==> src/rtl/fazyrv_spm_d_seq.sv <==
// Sequencer for the FazyRV data scratchpad (spm_d).
// Accepts one load, store or shift at a time. It drives the spm_d cycle
// qualifiers and the chunk counter, runs the dmem strobe/ack handshake, and
// reports completion or a misalignment trap back to core control.
// Optional feature: define FAZYRV_SPMD_TIMEOUT_EN to abort a WAIT that sees
// no ack within TIMEOUT_CYC cycles. The abort raises a trap instead of done.
module fazyrv_spm_d_seq #(
  parameter int CHUNKSIZE   = 2,
  parameter int ICYC        = 32/CHUNKSIZE,
  parameter int TIMEOUT_CYC = 255
) (
  input  logic                    clk_i,
  input  logic                    rst_in,
  input  logic                    start_i,
  input  logic                    instr_ld_i,
  input  logic                    instr_st_i,
  input  logic                    shft_op_i,
  input  logic                    misalngd_i,
  input  logic                    shft_done_i,
  output logic                    dmem_stb_o,
  output logic                    dmem_we_o,
  input  logic                    dmem_ack_i,
  output logic                    ld_par_o,
  output logic                    cyc_rd_o,
  output logic                    cyc_wt_o,
  output logic                    cyc_shft_o,
  output logic [$clog2(ICYC)-1:0] icyc_o,
  output logic                    icyc_lsb_o,
  output logic                    icyc_msb_o,
  output logic                    busy_o,
  output logic                    done_o,
  output logic                    trap_o
);

  localparam int            IW        = $clog2(ICYC);
  localparam logic [IW-1:0] ICYC_LAST = IW'(ICYC-1);

  // Reject illegal configurations at elaboration.
  if (!(CHUNKSIZE == 1 || CHUNKSIZE == 2 || CHUNKSIZE == 4 || CHUNKSIZE == 8)) begin : g_bad_chunk
    $error("fazyrv_spm_d_seq: CHUNKSIZE must be 1, 2, 4 or 8");
  end
  if (TIMEOUT_CYC < 1) begin : g_bad_timeout
    $error("fazyrv_spm_d_seq: TIMEOUT_CYC must be at least 1");
  end

  typedef enum logic [2:0] {IDLE, FILL, WAIT, SHFT, DRAIN} state_t;

  state_t        state;
  logic [IW-1:0] icyc;
  logic          op_ld, op_st;

  // Opcode priority: ld > st > shft.
  logic go_ld, go_st, go_sh, mis_trap;
  assign go_ld    = start_i & instr_ld_i;
  assign go_st    = start_i & ~instr_ld_i & instr_st_i;
  assign go_sh    = start_i & ~instr_ld_i & ~instr_st_i & shft_op_i;
  // Gated by rst_in so that a start held during reset cannot leak a trap.
  assign mis_trap = rst_in & (state == IDLE) & (go_ld | go_st) & misalngd_i;

  logic icyc_last;
  assign icyc_last = (icyc == ICYC_LAST);

  logic to_hit, to_trap;
`ifdef FAZYRV_SPMD_TIMEOUT_EN
  localparam int TW_RAW = $clog2(TIMEOUT_CYC + 1);
  localparam int TW     = (TW_RAW < 8) ? 8 : ((TW_RAW > 16) ? 16 : TW_RAW);

  logic [TW-1:0] to_cnt;

  // The timeout fires on the last allowed WAIT cycle if that cycle still has no ack.
  assign to_hit = (state == WAIT) & ~dmem_ack_i & (to_cnt == TW'(TIMEOUT_CYC - 1));

  // Count WAIT cycles. Register the timeout so the trap lands on the first idle cycle.
  always_ff @(posedge clk_i or negedge rst_in) begin
    if (!rst_in) begin
      to_cnt  <= '0;
      to_trap <= 1'b0;
    end else begin
      to_trap <= to_hit;
      to_cnt  <= ((state == WAIT) && !dmem_ack_i && !to_hit) ? to_cnt + 1'b1 : '0;
    end
  end
`else
  assign to_hit  = 1'b0;
  assign to_trap = 1'b0;
`endif

  // Main sequencer: dispatch, the chunk passes, the dmem wait and the shift phase.
  always_ff @(posedge clk_i or negedge rst_in) begin
    if (!rst_in) begin
      state <= IDLE;
      icyc  <= '0;
      op_ld <= 1'b0;
      op_st <= 1'b0;
    end else begin
      case (state)
        IDLE: begin
          if ((go_ld | go_st) & misalngd_i) begin
            state <= IDLE;
          end else if (go_ld) begin
            op_ld <= 1'b1;
            op_st <= 1'b0;
            state <= WAIT;
          end else if (go_st) begin
            op_ld <= 1'b0;
            op_st <= 1'b1;
            state <= FILL;
          end else if (go_sh) begin
            op_ld <= 1'b0;
            op_st <= 1'b0;
            state <= FILL;
          end
        end
        FILL: begin
          if (icyc_last) begin
            icyc  <= '0;
            state <= op_st ? WAIT : SHFT;
          end else begin
            icyc  <= icyc + 1'b1;
          end
        end
        WAIT: begin
          if (dmem_ack_i)  state <= op_st ? IDLE : SHFT;
          else if (to_hit) state <= IDLE;
        end
        SHFT: begin
          if (shft_done_i) state <= DRAIN;
        end
        DRAIN: begin
          if (icyc_last) begin
            icyc  <= '0;
            state <= IDLE;
          end else begin
            icyc  <= icyc + 1'b1;
          end
        end
        default: state <= IDLE;
      endcase
    end
  end

  // Qualifiers decode straight from the state register. Only ld_par and the
  // store done depend on the ack, and both are forced low by the IDLE reset state.
  logic in_fill, in_wait, in_drain, in_pass;
  assign in_fill  = (state == FILL);
  assign in_wait  = (state == WAIT);
  assign in_drain = (state == DRAIN);
  assign in_pass  = in_fill | in_drain;

  assign dmem_stb_o = in_wait;
  assign dmem_we_o  = in_wait & op_st;
  assign cyc_wt_o   = in_wait;
  assign ld_par_o   = in_wait & op_ld & dmem_ack_i;
  assign cyc_rd_o   = in_drain;
  assign cyc_shft_o = (state == SHFT);
  assign icyc_o     = icyc;
  assign icyc_lsb_o = in_pass & (icyc == '0);
  assign icyc_msb_o = in_pass & icyc_last;
  assign busy_o     = (state != IDLE);
  assign done_o     = (in_wait & op_st & dmem_ack_i) | (in_drain & icyc_last);
  assign trap_o     = mis_trap | to_trap;

endmodule
==> config.mk <==
export PLATFORM = sky130hd
export DESIGN_NAME = fazyrv_spm_d_seq
export DESIGN_NICKNAME = d
export VERILOG_FILES = /design/src/rtl/fazyrv_spm_d_seq.sv
export SDC_FILE = /design/constraint.sdc
export NUM_CORES = 1
export LEC_CHECK = 0
export ABC_AREA = 0
export BUFFER_PORTS_ARGS = -buffer_cell sky130_fd_sc_hd__buf_2
export CAP_MARGIN = 20
export CORE_MARGIN = 2
export CORE_UTILIZATION = 42
export DETAILED_ROUTE_END_ITERATION = 6
export GPL_TIMING_DRIVEN = 1
export HOLD_SLACK_MARGIN = 0.05
export PLACE_DENSITY_LB_ADDON = 0.12
export SLEW_MARGIN = 30
export SYNTH_ARGS = -nofsm -noshare
export SYNTH_HDL_FRONTEND = slang
export SYNTH_SLANG_ARGS = --single-unit
==> constraint.sdc <==
create_clock -name clk_i -period 1.5 [get_ports clk_i]
set_input_delay 0.15 -clock clk_i [delete_from_list [all_inputs] [get_ports clk_i]]
set_output_delay 0.15 -clock clk_i [all_outputs]
set_load 0.01 [all_outputs]
==> impl_metrics.csv <==
group,metric,value,unit
floorplan,dieArea,1916,µm²
cts,clk_pin_slew,0.06,ns
hold_path,min_path_type,"input port to flip-flop",
logic_synthesis,synth.top_cells.by_count,"dfrtp_1, nand2_1, o21ai_0",
logic_synthesis,netlist_instances,69,
logic_synthesis,synth.net_count,80,
setup_path,crit_path_top_delay_cell,"dfrtp_2",
drt,first_pass_iters,4,
grt,grt_antenna_before_repair,0,
logic_synthesis,synth-edff-count,0,
floorplan,die_y,43.77,µm
placed_design,hpwl,1.175,mm
floorplan,rows,14,
setup_path,critPathMaxFanout,3,
logic_synthesis,synth.most_common_cell,"dfrtp_1",
logic_synthesis,synthSimpleGateAreaFrac,20.72,%
cts,clkLatencyLatePin,0.27,ns
power_and_ir_drop,p_leak,0.5350,nW
logic_synthesis,yosys.area.top_type_share,33.90,%
drt,antenna_violating_nets_post_route,0,
drt,drc,0,
logic_synthesis,synth-xor-area-share,3.766,%
job,cap_violations,0,
logic_synthesis,synth_cell_type_count,34,
placed_design,gp_congestion,0.7745,
sta,slew_headroom,79.95,%
logic_synthesis,synthesis.area,664.4,µm²
sta,period_share,106.9,%
setup_path,crit_family,"flip-flops",
drt,totalWireLength,1.807,mm
logic_synthesis,synthMuxAreaShare,4.520,%
setup_path,cp_cell_sequence,"xnor2_2 -> or2_4 -> nor4b_2 -> buf_2",
grt,grt_pass1_vias,630,
power_and_ir_drop,vdd_drop_max,0.9989,mV
grt,grt_overflow_total,0,
cts,clk_path_buf_depth,2,
cts,cts_made_buffers,3,
logic_synthesis,synth_top_family_by_area,"compound AO/OA/AOI/OAI gates",
grt,grt_max_degree,11,
logic_synthesis,synthAdderAreaFrac,3.766,%
cts,cts_tree,"done",
finish,regArea,227.7,µm²
placed_design,place_ws,-0.05992,ns
drt,viasPerCell,5.331,
logic_synthesis,avgSynthCellArea,9.629,µm²
floorplan,pin_count,24,
grt,grt_util_met1,28.79,%
logic_synthesis,ys_top_cells_by_area,"dfrtp_1, o21ai_0, mux2_4, ha_1, nand2_1",
setup_path,crit_path_start_kind,"flip-flop",
finish,insertedDiodeCount,0,
grt,met2_usage,27.06,%
sta,finClkSkew,0.006316,ns
power_and_ir_drop,fin_total_pwr,2.545,mW
finish,multi_input_area,473.0,µm²
status,status,"complete, but fails checks",
setup_path,setup.worst_path.end_class,"output pin",
logic_synthesis,ys_seq_area_share,33.90,%
grt,gr-max-usage-layer,"met1",
logic_synthesis,yosys_warnings,0,
cts,clock-root-buffer,"clkbuf_4",
setup_path,path_buf_inv,1,
logic_synthesis,synth-compound-area-share,24.67,%
setup_path,crit_required,1.35,ns
grt,grt_usage,19.50,%
finish,drive_above_1_share,61.54,%
sta,layout_setup_ws,-0.1041,ns
sta,fmax,623.4,MHz
grt,grtUsageMet3,7.500,%
sta,worst_pin_slew,0.2995,ns
logic_synthesis,synth_ff_type,"dfrtp_1",
setup_path,critical_path_class,"flip-flop to output pin",
logic_synthesis,synth_top_area_cell,"dfrtp_1",
finish,nNetsFinal,129,
power_and_ir_drop,power.density,2330,nW/µm²
sta,final-max-slew-violation-count,0,
finish,n_fill_cell,113,
floorplan,dieWidth,43.77,µm
finish,area_growth,64.41,%
grt,grt_pass1_wl,2.773,mm
drt,first_iter_violations,24,
floorplan,coreArea,1489,µm²
setup_path,cp_slowest_stage_delay,0.44,ns
floorplan,initial_core_util,44.62,%
sta,rsz0062_at_grt,"yes",
logic_synthesis,synthArstFlopShare,100.0,%
drt,vias,709,
sta,min_period,1.604,ns
cts,htree_levels,1,
sta,holdWs,0.1271,ns
drt,wire_per_inst,13.59,µm
sta,setup_viol,9,
status,violations,"setup timing",
setup_path,critical_path_arrival,1.45,ns
placed_design,numPortBuffers,23,
cts,clkSinkCount,9,
logic_synthesis,ys_ff_latch,9,
sta,finalHoldViolations,0,
cells by family after synthesis:
kind of cell / count (synthesis)
simple gates: 25
xor+xnor: 2
mux: 2
buf+inv: 9
flops: 9
fa+ha+maj: 2
compound gates: 20
state kept, by name (all words and copies together), names as in the netlist:
signal	cells
icyc_o	4
op_ld	1
op_st	1
state	3
cells in the final DEF, fill, tap and decap left out, types with 2 or more instances in the layout:
| cell type | n |
|---|---|
| buf_2 | 22 |
| buf_4 | 20 |
| buf_6 | 5 |
| clkbuf_4 | 3 |
| dfrtp_1 | 7 |
| dfrtp_2 | 2 |
| inv_1 | 4 |
| mux2_4 | 2 |
| nand2_1 | 6 |
| nand3_1 | 3 |
| nor2_1 | 4 |
| o21ai_0 | 4 |
| o31ai_2 | 2 |
| o32ai_4 | 2 |
power breakdown:
group / internal, mW / switching (mW)
logic: 1.05 / 0.819
registers: 0.365 / 0.126
clock network: 0.103 / 0.0872
what timing repair did:
item,in CTS,in global routing
hold buffers,1,0
gates resized for setup,11,15
endpoints found under the hold margin,9,0
setup endpoints to repair,9,15
setup buffers,6,5
pin swaps,3,6
worst paths after layout:
path | startpoint | end | slack, ns | cells past startpoint
min | instr_ld_i | op_st$_DFFE_PN0P_ | 0.13 | 2
max reg2reg | state[0]$_DFFE_PN0P_ | state[2]$_DFFE_PN0P_ | -0.09 | 5
min in group asynchronous | rst_in | state[2]$_DFFE_PN0P_ | 0.27 | 2
max in group asynchronous | rst_in | state[0]$_DFFE_PN0P_ | 1.02 | 2
min reg2reg | op_ld$_DFFE_PN0P_ | op_ld$_DFFE_PN0P_ | 0.50 | 1
max | state[0]$_DFFE_PN0P_ | icyc_lsb_o | -0.10 | 4
per-stage QoR:
step	utilization, %	cells	cell area (µm²)	setup TNS [ns]
5_1_grt	73.36	133	1092	-1.283
6_report	73.36	133	1092	-0.4961
3_5_place_dp	57.82	117	860.8	-0.05992
2_1_floorplan	-	69	666.9	-0.09717
4_1_cts	66.64	128	992.2	-0.3697
3_3_place_gp	57.82	117	860.8	-0.01455
area by class of cell:
type                       count  area share [%]
multi-input combinational     51           43.30
timing repair buffer          48           29.90
tap                           16           1.833
sequential                     9           20.85
clock buffer                   4           2.405
inverter                       5           1.718
per-layer routing:
metal	up-vias	wire length [µm]
met2	18	806
met3	4	93
met1	339	897
met4	0	10
met5	-	0
li1	348	-
Power figures use the tool's default switching activity.
